`src/rtl/decode_imm_ctrl_if.sv`:
```
// Fetch-to-decode handshake bundle for decode_imm_ctrl: upstream valid/ready,
// flush, and the decoded head entry presented to the immediate extender.
interface decode_imm_ctrl_if #(
    parameter int unsigned INSTR_WIDTH = 32,
    parameter int unsigned IMM_WIDTH   = 25,
    parameter int unsigned PC_WIDTH    = 64
);
    logic                   i_flush;
    logic                   i_valid;
    logic                   o_ready;
    logic [INSTR_WIDTH-1:0] i_instr;
    logic [PC_WIDTH-1:0]    i_pc;
    logic                   o_valid;
    logic                   i_ready;
    logic [INSTR_WIDTH-1:0] o_instr;
    logic [PC_WIDTH-1:0]    o_pc;
    logic [IMM_WIDTH-1:0]   o_imm;
    logic [2:0]             o_imm_ctrl;
    logic                   o_imm_used;
    logic                   o_illegal;

    modport slave (
        input  i_flush, i_valid, i_instr, i_pc, i_ready,
        output o_ready, o_valid, o_instr, o_pc, o_imm, o_imm_ctrl, o_imm_used, o_illegal
    );

    modport master (
        output i_flush, i_valid, i_instr, i_pc, i_ready,
        input  o_ready, o_valid, o_instr, o_pc, o_imm, o_imm_ctrl, o_imm_used, o_illegal
    );
endinterface

```
`src/rtl/decode_imm_ctrl.sv`:
```
// Decode-side immediate-format controller with a 2-entry skid buffer.
// Optional per-format pop counters are enabled with `define DECODE_IMM_STATS_EN.
module decode_imm_ctrl #(
    parameter int unsigned INSTR_WIDTH = 32,
    parameter int unsigned IMM_WIDTH   = 25,
    parameter int unsigned PC_WIDTH    = 64
) (
    input  logic              i_clk,
    input  logic              i_arst,
`ifdef DECODE_IMM_STATS_EN
    input  logic [2:0]        i_stat_sel,
    output logic [31:0]       o_stat_cnt,
`endif
    decode_imm_ctrl_if.slave  bus
);
    localparam int unsigned NUM_STATS = 6;

    typedef enum logic [1:0] {EMPTY = 2'd0, ONE = 2'd1, FULL = 2'd2} state_t;

    typedef struct packed {
        logic [INSTR_WIDTH-1:0] instr;
        logic [PC_WIDTH-1:0]    pc;
        logic [2:0]             ctrl;
        logic                   used;
        logic                   illegal;
    } entry_t;

    state_t state_q, state_d;
    entry_t head_q, skid_q;
    logic   valid_q, ready_q;
    logic   accept, pop;
    logic   load_head, load_skid, shift_skid;
    entry_t in_entry;

    // Classify immediate format from the opcode at capture time.
    function automatic entry_t decode(input logic [INSTR_WIDTH-1:0] instr,
                                      input logic [PC_WIDTH-1:0] pc);
        entry_t e;
        e.instr   = instr;
        e.pc      = pc;
        e.ctrl    = 3'b000;
        e.used    = 1'b1;
        e.illegal = 1'b0;
        case (instr[6:0])
            7'b0000011, 7'b0010011, 7'b0011011,
            7'b1100111, 7'b1110011:             e.ctrl = 3'b000;
            7'b0100011:                         e.ctrl = 3'b001;
            7'b1100011:                         e.ctrl = 3'b010;
            7'b1101111:                         e.ctrl = 3'b011;
            7'b0110111, 7'b0010111:             e.ctrl = 3'b100;
            7'b0110011, 7'b0111011, 7'b0001111: e.used = 1'b0;
            default: begin
                e.ctrl    = 3'b111;
                e.used    = 1'b0;
                e.illegal = 1'b1;
            end
        endcase
        return e;
    endfunction

    assign in_entry = decode(bus.i_instr, bus.i_pc);
    assign accept   = bus.i_valid & ready_q;
    assign pop      = valid_q & bus.i_ready;

    always_ff @(posedge i_clk or posedge i_arst) begin
        if (i_arst) begin
            state_q <= EMPTY;
            valid_q <= 1'b0;
            ready_q <= 1'b1;
        end else begin
            state_q <= state_d;
            valid_q <= (state_d != EMPTY);
            ready_q <= (state_d != FULL);
        end
    end

    // Flush wins over any accept or pop in the same cycle.
    always_comb begin
        state_d    = state_q;
        load_head  = 1'b0;
        load_skid  = 1'b0;
        shift_skid = 1'b0;
        if (bus.i_flush) begin
            state_d = EMPTY;
        end else begin
            case (state_q)
                EMPTY: begin
                    if (accept) begin
                        state_d   = ONE;
                        load_head = 1'b1;
                    end
                end
                ONE: begin
                    if (accept && !pop) begin
                        state_d   = FULL;
                        load_skid = 1'b1;
                    end else if (accept && pop) begin
                        load_head = 1'b1;
                    end else if (pop) begin
                        state_d = EMPTY;
                    end
                end
                FULL: begin
                    if (pop) begin
                        state_d    = ONE;
                        shift_skid = 1'b1;
                    end
                end
                default: state_d = EMPTY;
            endcase
        end
    end

    always_ff @(posedge i_clk or posedge i_arst) begin
        if (i_arst) begin
            head_q <= '0;
            skid_q <= '0;
        end else begin
            if (load_head) begin
                head_q <= in_entry;
            end else if (shift_skid) begin
                head_q <= skid_q;
            end
            if (load_skid) begin
                skid_q <= in_entry;
            end
        end
    end

    assign bus.o_ready    = ready_q;
    assign bus.o_valid    = valid_q;
    assign bus.o_instr    = head_q.instr;
    assign bus.o_pc       = head_q.pc;
    assign bus.o_imm      = head_q.instr[INSTR_WIDTH-1:INSTR_WIDTH-IMM_WIDTH];
    assign bus.o_imm_ctrl = head_q.ctrl;
    assign bus.o_imm_used = head_q.used;
    assign bus.o_illegal  = head_q.illegal;

`ifdef DECODE_IMM_STATS_EN
    logic [31:0] cnt_q [NUM_STATS];
    logic [2:0]  pop_cls;
    logic        pop_counted;

    // Illegal entries share slot 5; immediate-less legal ops are not counted.
    assign pop_cls     = head_q.illegal ? 3'd5 : head_q.ctrl;
    assign pop_counted = pop & (head_q.used | head_q.illegal);

    always_ff @(posedge i_clk or posedge i_arst) begin
        if (i_arst) begin
            for (int k = 0; k < NUM_STATS; k++) cnt_q[k] <= '0;
        end else begin
            for (int k = 0; k < NUM_STATS; k++) begin
                if (pop_counted && (pop_cls == 3'(k)) && (cnt_q[k] != 32'hFFFF_FFFF)) begin
                    cnt_q[k] <= cnt_q[k] + 32'd1;
                end
            end
        end
    end

    always_comb begin
        o_stat_cnt = '0;
        for (int k = 0; k < NUM_STATS; k++) begin
            if (i_stat_sel == 3'(k)) o_stat_cnt = cnt_q[k];
        end
    end
`endif
endmodule

```
`src/flat_wrapper.sv`:
```
// flat-port wrapper written by rule: the top's interface ports become plain ports
module decode_imm_ctrl_flat 
#(
    parameter int unsigned INSTR_WIDTH = 32,
    parameter int unsigned IMM_WIDTH   = 25,
    parameter int unsigned PC_WIDTH    = 64
)
  (i_clk, i_arst, bus_i_flush, bus_i_valid, bus_i_instr, bus_i_pc, bus_i_ready, bus_o_ready, bus_o_valid, bus_o_instr, bus_o_pc, bus_o_imm, bus_o_imm_ctrl, bus_o_imm_used, bus_o_illegal);
  decode_imm_ctrl_if #(.INSTR_WIDTH(INSTR_WIDTH), .IMM_WIDTH(IMM_WIDTH), .PC_WIDTH(PC_WIDTH)) bus_i ();
  input  logic i_clk;
  input  logic i_arst;
  input wire logic [$bits(bus_i.i_flush)-1:0] bus_i_flush;
  input wire logic [$bits(bus_i.i_valid)-1:0] bus_i_valid;
  input wire logic [$bits(bus_i.i_instr)-1:0] bus_i_instr;
  input wire logic [$bits(bus_i.i_pc)-1:0] bus_i_pc;
  input wire logic [$bits(bus_i.i_ready)-1:0] bus_i_ready;
  output wire logic [$bits(bus_i.o_ready)-1:0] bus_o_ready;
  output wire logic [$bits(bus_i.o_valid)-1:0] bus_o_valid;
  output wire logic [$bits(bus_i.o_instr)-1:0] bus_o_instr;
  output wire logic [$bits(bus_i.o_pc)-1:0] bus_o_pc;
  output wire logic [$bits(bus_i.o_imm)-1:0] bus_o_imm;
  output wire logic [$bits(bus_i.o_imm_ctrl)-1:0] bus_o_imm_ctrl;
  output wire logic [$bits(bus_i.o_imm_used)-1:0] bus_o_imm_used;
  output wire logic [$bits(bus_i.o_illegal)-1:0] bus_o_illegal;
  assign bus_i.i_flush = bus_i_flush;
  assign bus_i.i_valid = bus_i_valid;
  assign bus_i.i_instr = bus_i_instr;
  assign bus_i.i_pc = bus_i_pc;
  assign bus_i.i_ready = bus_i_ready;
  assign bus_o_ready = bus_i.o_ready;
  assign bus_o_valid = bus_i.o_valid;
  assign bus_o_instr = bus_i.o_instr;
  assign bus_o_pc = bus_i.o_pc;
  assign bus_o_imm = bus_i.o_imm;
  assign bus_o_imm_ctrl = bus_i.o_imm_ctrl;
  assign bus_o_imm_used = bus_i.o_imm_used;
  assign bus_o_illegal = bus_i.o_illegal;
  decode_imm_ctrl #(.INSTR_WIDTH(INSTR_WIDTH), .IMM_WIDTH(IMM_WIDTH), .PC_WIDTH(PC_WIDTH)) u_core (.i_clk(i_clk), .i_arst(i_arst), .bus(bus_i));
endmodule
```
`config.mk`:
```
export PLATFORM = sky130hd
export DESIGN_NAME = decode_imm_ctrl_flat
export DESIGN_NICKNAME = d
export VERILOG_FILES = /design/src/rtl/decode_imm_ctrl_if.sv /design/src/rtl/decode_imm_ctrl.sv /design/src/flat_wrapper.sv
export SDC_FILE = /design/constraint.sdc
export NUM_CORES = 1
export LEC_CHECK = 0
export BUFFER_PORTS_ARGS = -buffer_cell sky130_fd_sc_hd__buf_2
export CORE_ASPECT_RATIO = 1.5
export CORE_UTILIZATION = 35
export CTS_BUF_LIST = sky130_fd_sc_hd__clkbuf_4 sky130_fd_sc_hd__clkbuf_8 sky130_fd_sc_hd__clkbuf_16
export CTS_CLUSTER_SIZE = 14
export DETAILED_ROUTE_END_ITERATION = 16
export PLACE_DENSITY = 0.66
export SETUP_SLACK_MARGIN = 0.1
export SYNTH_ARGS = -nofsm -noshare
export SYNTH_HDL_FRONTEND = slang
export SYNTH_SLANG_ARGS = --single-unit
```
`constraint.sdc`:
```
create_clock -name i_clk -period 5.8 [get_ports i_clk]
set_input_delay 0.58 -clock i_clk [delete_from_list [all_inputs] [get_ports i_clk]]
set_output_delay 0.58 -clock i_clk [all_outputs]
set_load 0.02 [all_outputs]
```
* Word-level counts from Yosys, hierarchy flattened *
Index checks and enable logic that the tools add are counted.
W data, S select, Z words.

storage, ports and cells
  word-level logic and storage cells = 64
  bits of input ports = 101
  output and inout port bits = 128
  bits in registers = 206

operators by class
  bitwise operators = 2
  reduce and logical (&&, ||, !) cells = 10
  equal/unequal tests = 16
  muxes and demuxes = 23

operator list
  cell                  count
  $mux W101             2
  $eq A7 B6 Y1 const B  4
  $eq A7 B7 Y1 const B  4
  $eq A7 B5 Y1 const B  3
  $pmux W3 S5           1
  $reduce_or A13 Y1     1
  $mux W1               12
  $mux W2               6
  $reduce_or A10 Y1     1
  $reduce_or A8 Y1      1
  $eq A7 B2 Y1 const B  1
  $eq A7 B4 Y1 const B  1
  $pmux W2 S3           1
  $reduce_bool A2 Y1    2
  $and A1 B1 Y1         2
  $eq A2 B1 Y1 const B  1
  $eq A2 B2 Y1 const B  1
  $logic_and A1 B1 Y1   2
  $logic_not A2 Y1      1
  $ne A2 B2 Y1 const B  1
  $pmux W1 S2           1
  $reduce_or A2 Y1      1
  $logic_not A1 Y1      1

* Depth between registers and ports, before layout *
Gate-level depths: netlist (run 1).

  depth in word-level cells = 7
  gate-level depth with buffers = 6
  gate-level depth less buffers = 4

* Least setup slack after synthesis (run 1) *
No wires, ideal clock.

  kind = input -> register
  start point = input bus_i_flush
  end point = register u_core.skid_q[71] (netlist name)
  data arrival time = 1.532 ns
  path buffers = 2
  cell stages on the path = 6
  library setup time = 0.117 ns
  required time = 5.683 ns
  path slack = 4.151 ns
  cell sequence = and4bb_2 nand3_2 buf_2 buf_2 nand2_1 nand2_1

on the way
  cells in the longest elaborated chain, start to end = 1

ends and longest elaborated chain
  element               RTL line                RTL
  from (decl)           flat_wrapper.sv:12      input wire logic [$bits(bus_i.i_flush)-1:0] bus_i_flush;
  $mux W1               decode_imm_ctrl.sv:83   if (bus.i_flush) begin
  to (signal assigned)  decode_imm_ctrl.sv:125  skid_q <= in_entry;
  to (decl)             decode_imm_ctrl.sv:29   entry_t head_q, skid_q;

No other way between the ends.
A chain may end at the register's enable or synchronous reset.

* Worst setup path after layout (run 1) *
  start point = register u_core.state_q[0]
  end point = register u_core.head_q (netlist bit u_core.bus.o_illegal)

on the way
  cells in the longest elaborated chain, start to end = 4
  elaborated cells between the ends (all ways) = 9
  those cells by class = 2 x eq/ne; 5 x mux; 2 x reduce/logical

ends and longest elaborated chain
  element                                                 RTL line                RTL
  from (decl)                                             decode_imm_ctrl.sv:28   state_t state_q, state_d;
  from (signal assigned)                                  decode_imm_ctrl.sv:71   state_q <= state_d;
  $eq A2 B1 Y1, or another cell as far along              decode_imm_ctrl.sv:86   case (state_q)
  $pmux W1 S2 / $mux W1 (equally long branches)           decode_imm_ctrl.sv:86
  $mux W1                                                 decode_imm_ctrl.sv:83
  $mux W101 / $reduce_bool A2 Y1 (equally long branches)  --
  to (signal assigned)                                    decode_imm_ctrl.sv:120  head_q <= in_entry;
  to (signal assigned)                                    decode_imm_ctrl.sv:122  head_q <= skid_q;
  to (decl)                                               decode_imm_ctrl.sv:29

Several ways; a longest one is shown, not always the timed one.

==> impl_metrics.yaml, run 1 <==
timing:
  worst_pin_slew_ns: 1.01
  hold_violations: 0
  fin_crit_sh_pct: 47.9
  setup_viol: 0
  fmax_mhz: 360
  tns_ns: 0
  fin_skew_ns: 0.0124
  relSlewSlack_pct: 32.4
  rsz0062_at_grt: "false"
  min_period_ns: 2.78
  maxSlewViolCount: 0
  whs_ns: 0.279
worst_setup_path:
  ff2ff_setup_slack_ns: 3.02
  worst_setup_path_end_kind: "flop"
  reg2reg_from: "u_core.state_q[0]"
  crit_path_top_delay_cell: "buf_4"
  crit_start: "u_core.state_q[0]"
  crit_end: "u_core.bus.o_illegal"
  required_ns: 6.20
  cp_num_cells: 5
  critPathBufInv: 1
  start_kind: "flop"
  worstSetupPathType: "reg2reg"
  crit_fanout: 111
  crit_chain: "a21bo_2 -> nand2_8 -> buf_4 -> nor2_1 -> a22oi_1"
  worstPathArrival_ns: 3.18
  r2r_end: "u_core.bus.o_illegal"
  worst-r2r-cell-count: 5
  crit_path_max_incr_delay_ns: 0.77
  cpLargestDelayFamily: "buffers and inverters"
flow_run:
  maxCapViolCount: 0
logic_synthesis:
  yosys_warnings: 0
  yosys.area.top_type: "dfrtp_1"
  ys_top_cells_by_area: "dfrtp_1 57%, nand2_1 12%, mux2i_1 11%, a21oi_1 5.5%, nor2_1 4.4%"
  syn-cell-area_sq_um: 9000
  seq_area_frac_synth_pct: 57.3
  ys_ff_latch: 206
  syn-num-nets: 1028
  synthCells: 927
  yosysTopAreaCellShare_pct: 57.0
  postSynthAreaPerCell_sq_um: 9.71
  ys_types: 38
floorplan:
  fp.dieW_microns: 133
  core_sq_um: 25100
  die_h_microns: 198
  die_area_sq_um: 26400
  rows: 71
  ioPinCount: 229
  start_util_pct: 35.8
pwr:
  p_per_area_nw_per_um2: 477
  ir_worst_vdd_v: 0.000347
  p_leak_nw: 5.11
route:
  initialDrtViolationCount: 419
  drt-wirelength-per-cell_microns: 14.5
  ant_nets: 0
  postRouteWirelength_mm: 21.1
  post-route-drc-count: 0
  viasPerCell: 4.71
  via_count: 6831
  dr.pass1.iters: 4
placed_design:
  gp_congestion: 0.763
  detailed_place_hpwl_mm: 13.3
  portBuffers: 228
clock_tree:
  cts_setup_buffers: 0
  cts_buffer_depth: 3
  postCtsResizedCells: 0
  clk_latency_ns: 0.50
  cts.sinks: 206
  ctsHoldBuffers: 0
  cts_buffers: 22
  cts_tree: "yes"
  root_buffer: "clkbuf_16"
  htree_levels: 1
  clk_pin_slew_ns: 0.06
status:
  status: "complete, no violations"
layout:
  final_core_util_pct: 43.1
  nFillCells: 2492
  syn_to_final_growth_pct: 20.3
  layout-drive-gt1-share_pct: 25.4
  final_nets: 1208
hold_path:
  hp-class: "in2reg"
grt:
  grt_pass1_vias: 6642
  grtUsageTotal_pct: 16.1
  overflow: 0
  grt_max_degree: 112
  grt_pass1_wl_mm: 34.1
  grt_antenna_before_repair: 4
-- layer usage --
layer	routed length (microns)	track usage, %	vias to the layer above
met1	8950	20.0	3255
met2	10500	27.5	185
li1	-	-	3359
met3	1230	3.39	28
met4	421	5.49	4
met5	27	0	-
-- synth_stat cells (all sizes together) --
master and count:
a32oi 3, a22oi 1, nor2 105, o21bai 1
maj3 1, dfrtp 205, xnor2 1, o21ai 6
xor2 1, a21oi 99, and3 1, a221oi 1
and4bb 1, nor3b 2, a41oi 3, nand2 295
nor2b 2, dfstp 1, inv 2, mux2i 102
a21bo 1, nor3 2, buf 63, o211ai 2
clkbuf 18, a31oi 1, nand3 2, a221o 1
nand2b 1, and2 3
-- worst reg2reg max path: stages, from the launching register on --
cell     delay [ns]
dfrtp_1        0.51
a21bo_2        0.35
nand2_8        0.44
buf_4          0.79
nor2_1         0.34
a22oi_1        0.26
-- how the worst min path moves through the flow --
stage                                  start                  to  cells past startpoint
after floorplan           u_core.skid_q[100]  u_core.skid_q[100]                      2
after global placement     u_core.skid_q[52]   u_core.skid_q[52]                      2
after detailed placement   u_core.skid_q[86]   u_core.skid_q[86]                      2
after CTS                        bus_i_flush   u_core.state_q[0]                      2
after global routing             bus_i_flush   u_core.state_q[0]                      2
final                            bus_i_flush   u_core.state_q[0]                      2
-- kinds of logic (layout without fill, tap and decap cells) --
kind of cell | Yosys count | in the layout | share of synthesized area, %
simple gates | 414 | 414 | 17.9
flops | 206 | 206 | 57.3
compound gates | 119 | 119 | 7.20
buf+inv | 83 | 276 | 5.96
fa+ha+maj | 1 | 1 | 0.111
other cells | 0 | 2 | 0
mux | 102 | 102 | 11.3
xor+xnor | 2 | 2 | 0.195
-- layout make-up --
| type | instances | area [sq um] | share of cell area [%] |
|---|---|---|---|
| diodes | 2 | 5.00 | 0.0462 |
| flip-flops and latches | 206 | 5160 | 47.6 |
| clock inverters | 9 | 76.3 | 0.705 |
| repair buffers | 237 | 1210 | 11.2 |
| well taps | 328 | 410 | 3.79 |
| inverters | 2 | 11.3 | 0.104 |
| multi-input cells | 638 | 3340 | 30.8 |
| clock buffers | 28 | 626 | 5.78 |
-- report_power, final --
part | leakage (nW) | internal [mW] | switching (mW) | total, mW
combinational | 2.33 | 0.544 | 0.913 | 1.46
clock | 0.359 | 0.806 | 0.561 | 1.37
sequential | 2.41 | 2.02 | 0.320 | 2.35
-- layout by cell type, fill, tap and decap left out, types with 2 or more instances in the layout --
cell       synthesis  routed
a21oi_1           99      99
a32oi_1            3       3
a41oi_1            3       3
and2_1             3       3
buf_2             18     228
buf_4             36       9
clkbuf_16          0      23
clkbuf_4           0       3
clkbuf_8           0       2
clkinv_2           0       7
dfrtp_1          205     205
diode_2            0       2
mux2i_1          102     102
nand2_1          294     294
nor2_1           105     105
nor3b_1            2       2
o21ai_0            6       6
-- flip-flops by register name, indices dropped and copies added, names as in the netlist --
signal	flops
u_core.bus.o_illegal	1
u_core.bus.o_valid	1
u_core.bus.o_ready	1
u_core.skid_q	101
u_core.bus.o_instr	32
u_core.state_q	2
u_core.bus.o_imm_ctrl	3
u_core.bus.o_pc	64
u_core.bus.o_imm_used	1
-- stage by stage --
stage	power, mW	std cells	area [sq um]	worst slack (ns)
2_1_floorplan	3.40	927	9010	2.55
3_3_place_gp	3.80	1411	10100	2.87
3_5_place_dp	3.85	1411	10100	2.79
4_1_cts	5.25	1448	10800	2.95
5_1_grt	5.53	1450	10800	2.79
6_report	5.17	1450	10800	3.02
Note: power is estimated with default switching activity, not from simulation.
==> run 2: changes to the inputs <==
ABC_AREA = 1   (was not set)
clock period = 2.3 ns   (was 5.8 ns; I/O delays follow)
==> impl_metrics.yaml, run 2 <==
hold_path:
  hp-class: "in2reg"
worst_setup_path:
  ff2ff_setup_slack_ns: 0.53
  worstPathArrival_ns: 2.13
  crit_path_top_delay_cell: "dfstp_2"
  worst-r2r-cell-count: 8
  cpLargestDelayFamily: "simple AND/OR/NAND/NOR gates"
  crit_fanout: 40
  crit_path_max_incr_delay_ns: 0.53
  crit_path_frequent_cell: "nand2_1"
  reg2reg_from: "u_core.bus.o_ready"
  cp_num_cells: 8
  start_kind: "flop"
  worstSetupPathType: "reg2reg"
  required_ns: 2.65
  crit_start: "u_core.bus.o_ready"
  r2r_end: "u_core.bus.o_instr[23]"
  crit_end: "u_core.bus.o_instr[23]"
  worst_setup_path_end_kind: "flop"
  critPathBufInv: 2
  crit_chain: "nand2_1 -> nor3_1 -> nand2_1 -> nand2_2 -> clkinv_2 -> buf_4 -> nand2_1 -> o211ai_1"
clock_tree:
  cts_setup_buffers: 0
  cts_buffer_depth: 3
  cts_buffers: 21
  htree_levels: 1
  cts.sinks: 206
  postCtsResizedCells: 0
  ctsHoldBuffers: 94
  root_buffer: "clkbuf_16"
  cts_tree: "yes"
  clk_pin_slew_ns: 0.06
  clk_latency_ns: 0.50
layout:
  design_area_sq_um: 11700
  final_cell_mix: "328 x nand2_1, 228 x buf_2, 205 x dfrtp_1, 107 x inv_1, 100 x o21ai_0"
  nFillCells: 2341
  syn_to_final_growth_pct: 32.6
  layout-drive-gt1-share_pct: 22.9
  layout_commonest_cell: "nand2_1"
  final_nets: 1346
  largest_reg_flops: 101
  top_register: "u_core.skid_q"
  antenna_cells: 0
logic_synthesis:
  synthArstFlopShare_pct: 100
  ys_top_cells_by_area: "dfrtp_1 58%, nand2_1 14%, o211ai_1 7.9%, o21ai_0 5.7%, inv_1 4.6%"
  synth_top_flop_cell: "dfrtp_1"
  post-synth-top-count-cell: "nand2_1"
  syn-cell-area_sq_um: 8810
  postSynthAreaPerCell_sq_um: 9.13
  synthCells: 965
  yosys.area.top_type: "dfrtp_1"
  yosysTopAreaCellShare_pct: 58.2
  synth_edf_count: 0
  ys_types: 22
  seq_area_frac_synth_pct: 58.5
  ys_ff_latch: 206
  yosys_warnings: 0
  synthTopCellsByCount: "328 x nand2_1, 205 x dfrtp_1, 108 x inv_1"
  syn-num-nets: 1066
timing:
  fin_crit_sh_pct: 77.1
  min_period_ns: 1.77
  fmax_mhz: 564
  worst_pin_slew_ns: 0.511
  maxSlewViolCount: 0
  relSlewSlack_pct: 65.7
  setup_viol: 0
  hold_violations: 0
  rsz0062_at_grt: "false"
  fin_skew_ns: 0.00722
  whs_ns: 0.0235
floorplan:
  ioPinCount: 229
  die_h_microns: 196
  fp.dieW_microns: 132
  core_sq_um: 24500
  die_area_sq_um: 25800
  start_util_pct: 35.9
  rows: 70
placed_design:
  gp_congestion: 0.779
  dpl_cell_area_sq_um: 10000
  portBuffers: 228
  detailed_place_hpwl_mm: 13.8
route:
  drt-wirelength-per-cell_microns: 14.3
  initialDrtViolationCount: 439
  ant_nets: 0
  dr.pass1.iters: 5
  via_count: 7440
  postRouteWirelength_mm: 22.7
  post-route-drc-count: 0
  viasPerCell: 4.70
flow_run:
  maxCapViolCount: 0
grt:
  grt_antenna_before_repair: 0
  grt_max_degree: 100
  overflow: 0
  grtUsageTotal_pct: 17.5
  grt_pass1_wl_mm: 37.1
  grt_pass1_vias: 7435
status:
  status: "complete, no violations"
pwr:
  p_per_area_nw_per_um2: 1160
  p_leak_nw: 5.70
  ir_worst_vdd_v: 0.000648
==> run 2: changes by cell type in the layout (fill, tap and decap cells not counted), moves of 5 or more <==
| cell | before | now |
|---|---|---|
| dlygate4sd3_1 | 0 | 94 |
| mux2i_1 | 102 | 0 |
| clkbuf_4 | 3 | 9 |
| inv_1 | 0 | 107 |
| clkinv_2 | 7 | 2 |
| a21oi_1 | 99 | 3 |
| buf_12 | 0 | 10 |
| nand2_1 | 294 | 328 |
| o21ai_0 | 6 | 100 |
| nand3_1 | 1 | 8 |
| nor2_1 | 105 | 19 |
| o211ai_1 | 1 | 93 |
==> run 2: how the worst min path moves through the flow <==
| stage | slack, ns | end | start | cells after the start |
|---|---|---|---|---|
| 4_1_cts | 0.003 | u_core.skid_q[73] | bus_i_instr[4] | 3 |
| 2_1_floorplan | 0.35 | u_core.skid_q[100] | bus_i_instr[31] | 2 |
| 5_1_grt | 0.04 | u_core.skid_q[73] | bus_i_instr[4] | 3 |
| 6_report | 0.02 | u_core.skid_q[73] | bus_i_instr[4] | 3 |
| 3_3_place_gp | 0.25 | u_core.skid_q[8] | i_arst | 2 |
| 3_5_place_dp | 0.25 | u_core.bus.o_instr[30] | i_arst | 2 |
==> run 2: per-stage QoR <==
stage | setup TNS [ns] | setup WS (ns) | instances | power, mW | utilization (%)
CTS | 0 | 0.498 | 1584 | 13.7 | 47.6
floorplan | -123.30 | -0.601 | 965 | 8.84 | -
global placement | 0 | 0.554 | 1452 | 10.0 | 41.0
finish | 0 | 0.526 | 1584 | 13.6 | 47.6
global route | 0 | 0.331 | 1584 | 14.5 | 47.6
detailed placement | 0 | 0.506 | 1452 | 10.1 | 41.0
==> run 2: per-layer routing <==
| metal | vias to the layer above | wire, microns | track usage [%] |
|---|---|---|---|
| li1 | 3627 | - | - |
| met1 | 3548 | 9310 | 21.0 |
| met2 | 213 | 11400 | 31.0 |
| met3 | 52 | 1180 | 2.76 |
| met4 | 0 | 735 | 7.11 |
| met5 | - | 0 | 0 |
==> run 2: where the power goes <==
part	internal, mW	switching, mW	leakage, nW
Combinational	1.56	2.80	2.84
Sequential	5.17	0.671	2.51
Clock	1.97	1.40	0.349
==> run 2: cells by family after synthesis <==
family	count (synthesis)	share of synthesized area (%)
compound gates	207	14.7
flops	206	58.5
buf+inv	192	11.0
simple gates	360	15.7
==> run 2: worst reg2reg max path, stage by stage, from the launching register on <==
cell and delay, ns:
dfstp_2 0.53, nand2_1 0.09, nor3_1 0.14, nand2_1 0.15, nand2_2 0.13, clkinv_2 0.08, buf_4 0.29, nand2_1 0.13
o211ai_1 0.09
==> run 2: cell type report <==
| cell class | count | area, sq um | area share, % |
|---|---|---|---|
| clock inverters | 3 | 22.5 | 0.193 |
| inverters | 112 | 428 | 3.67 |
| well taps | 324 | 405 | 3.47 |
| multi-input cells | 567 | 2680 | 23.0 |
| flip-flops and latches | 206 | 5160 | 44.2 |
| repair buffers | 337 | 2320 | 19.9 |
| clock buffers | 35 | 662 | 5.67 |
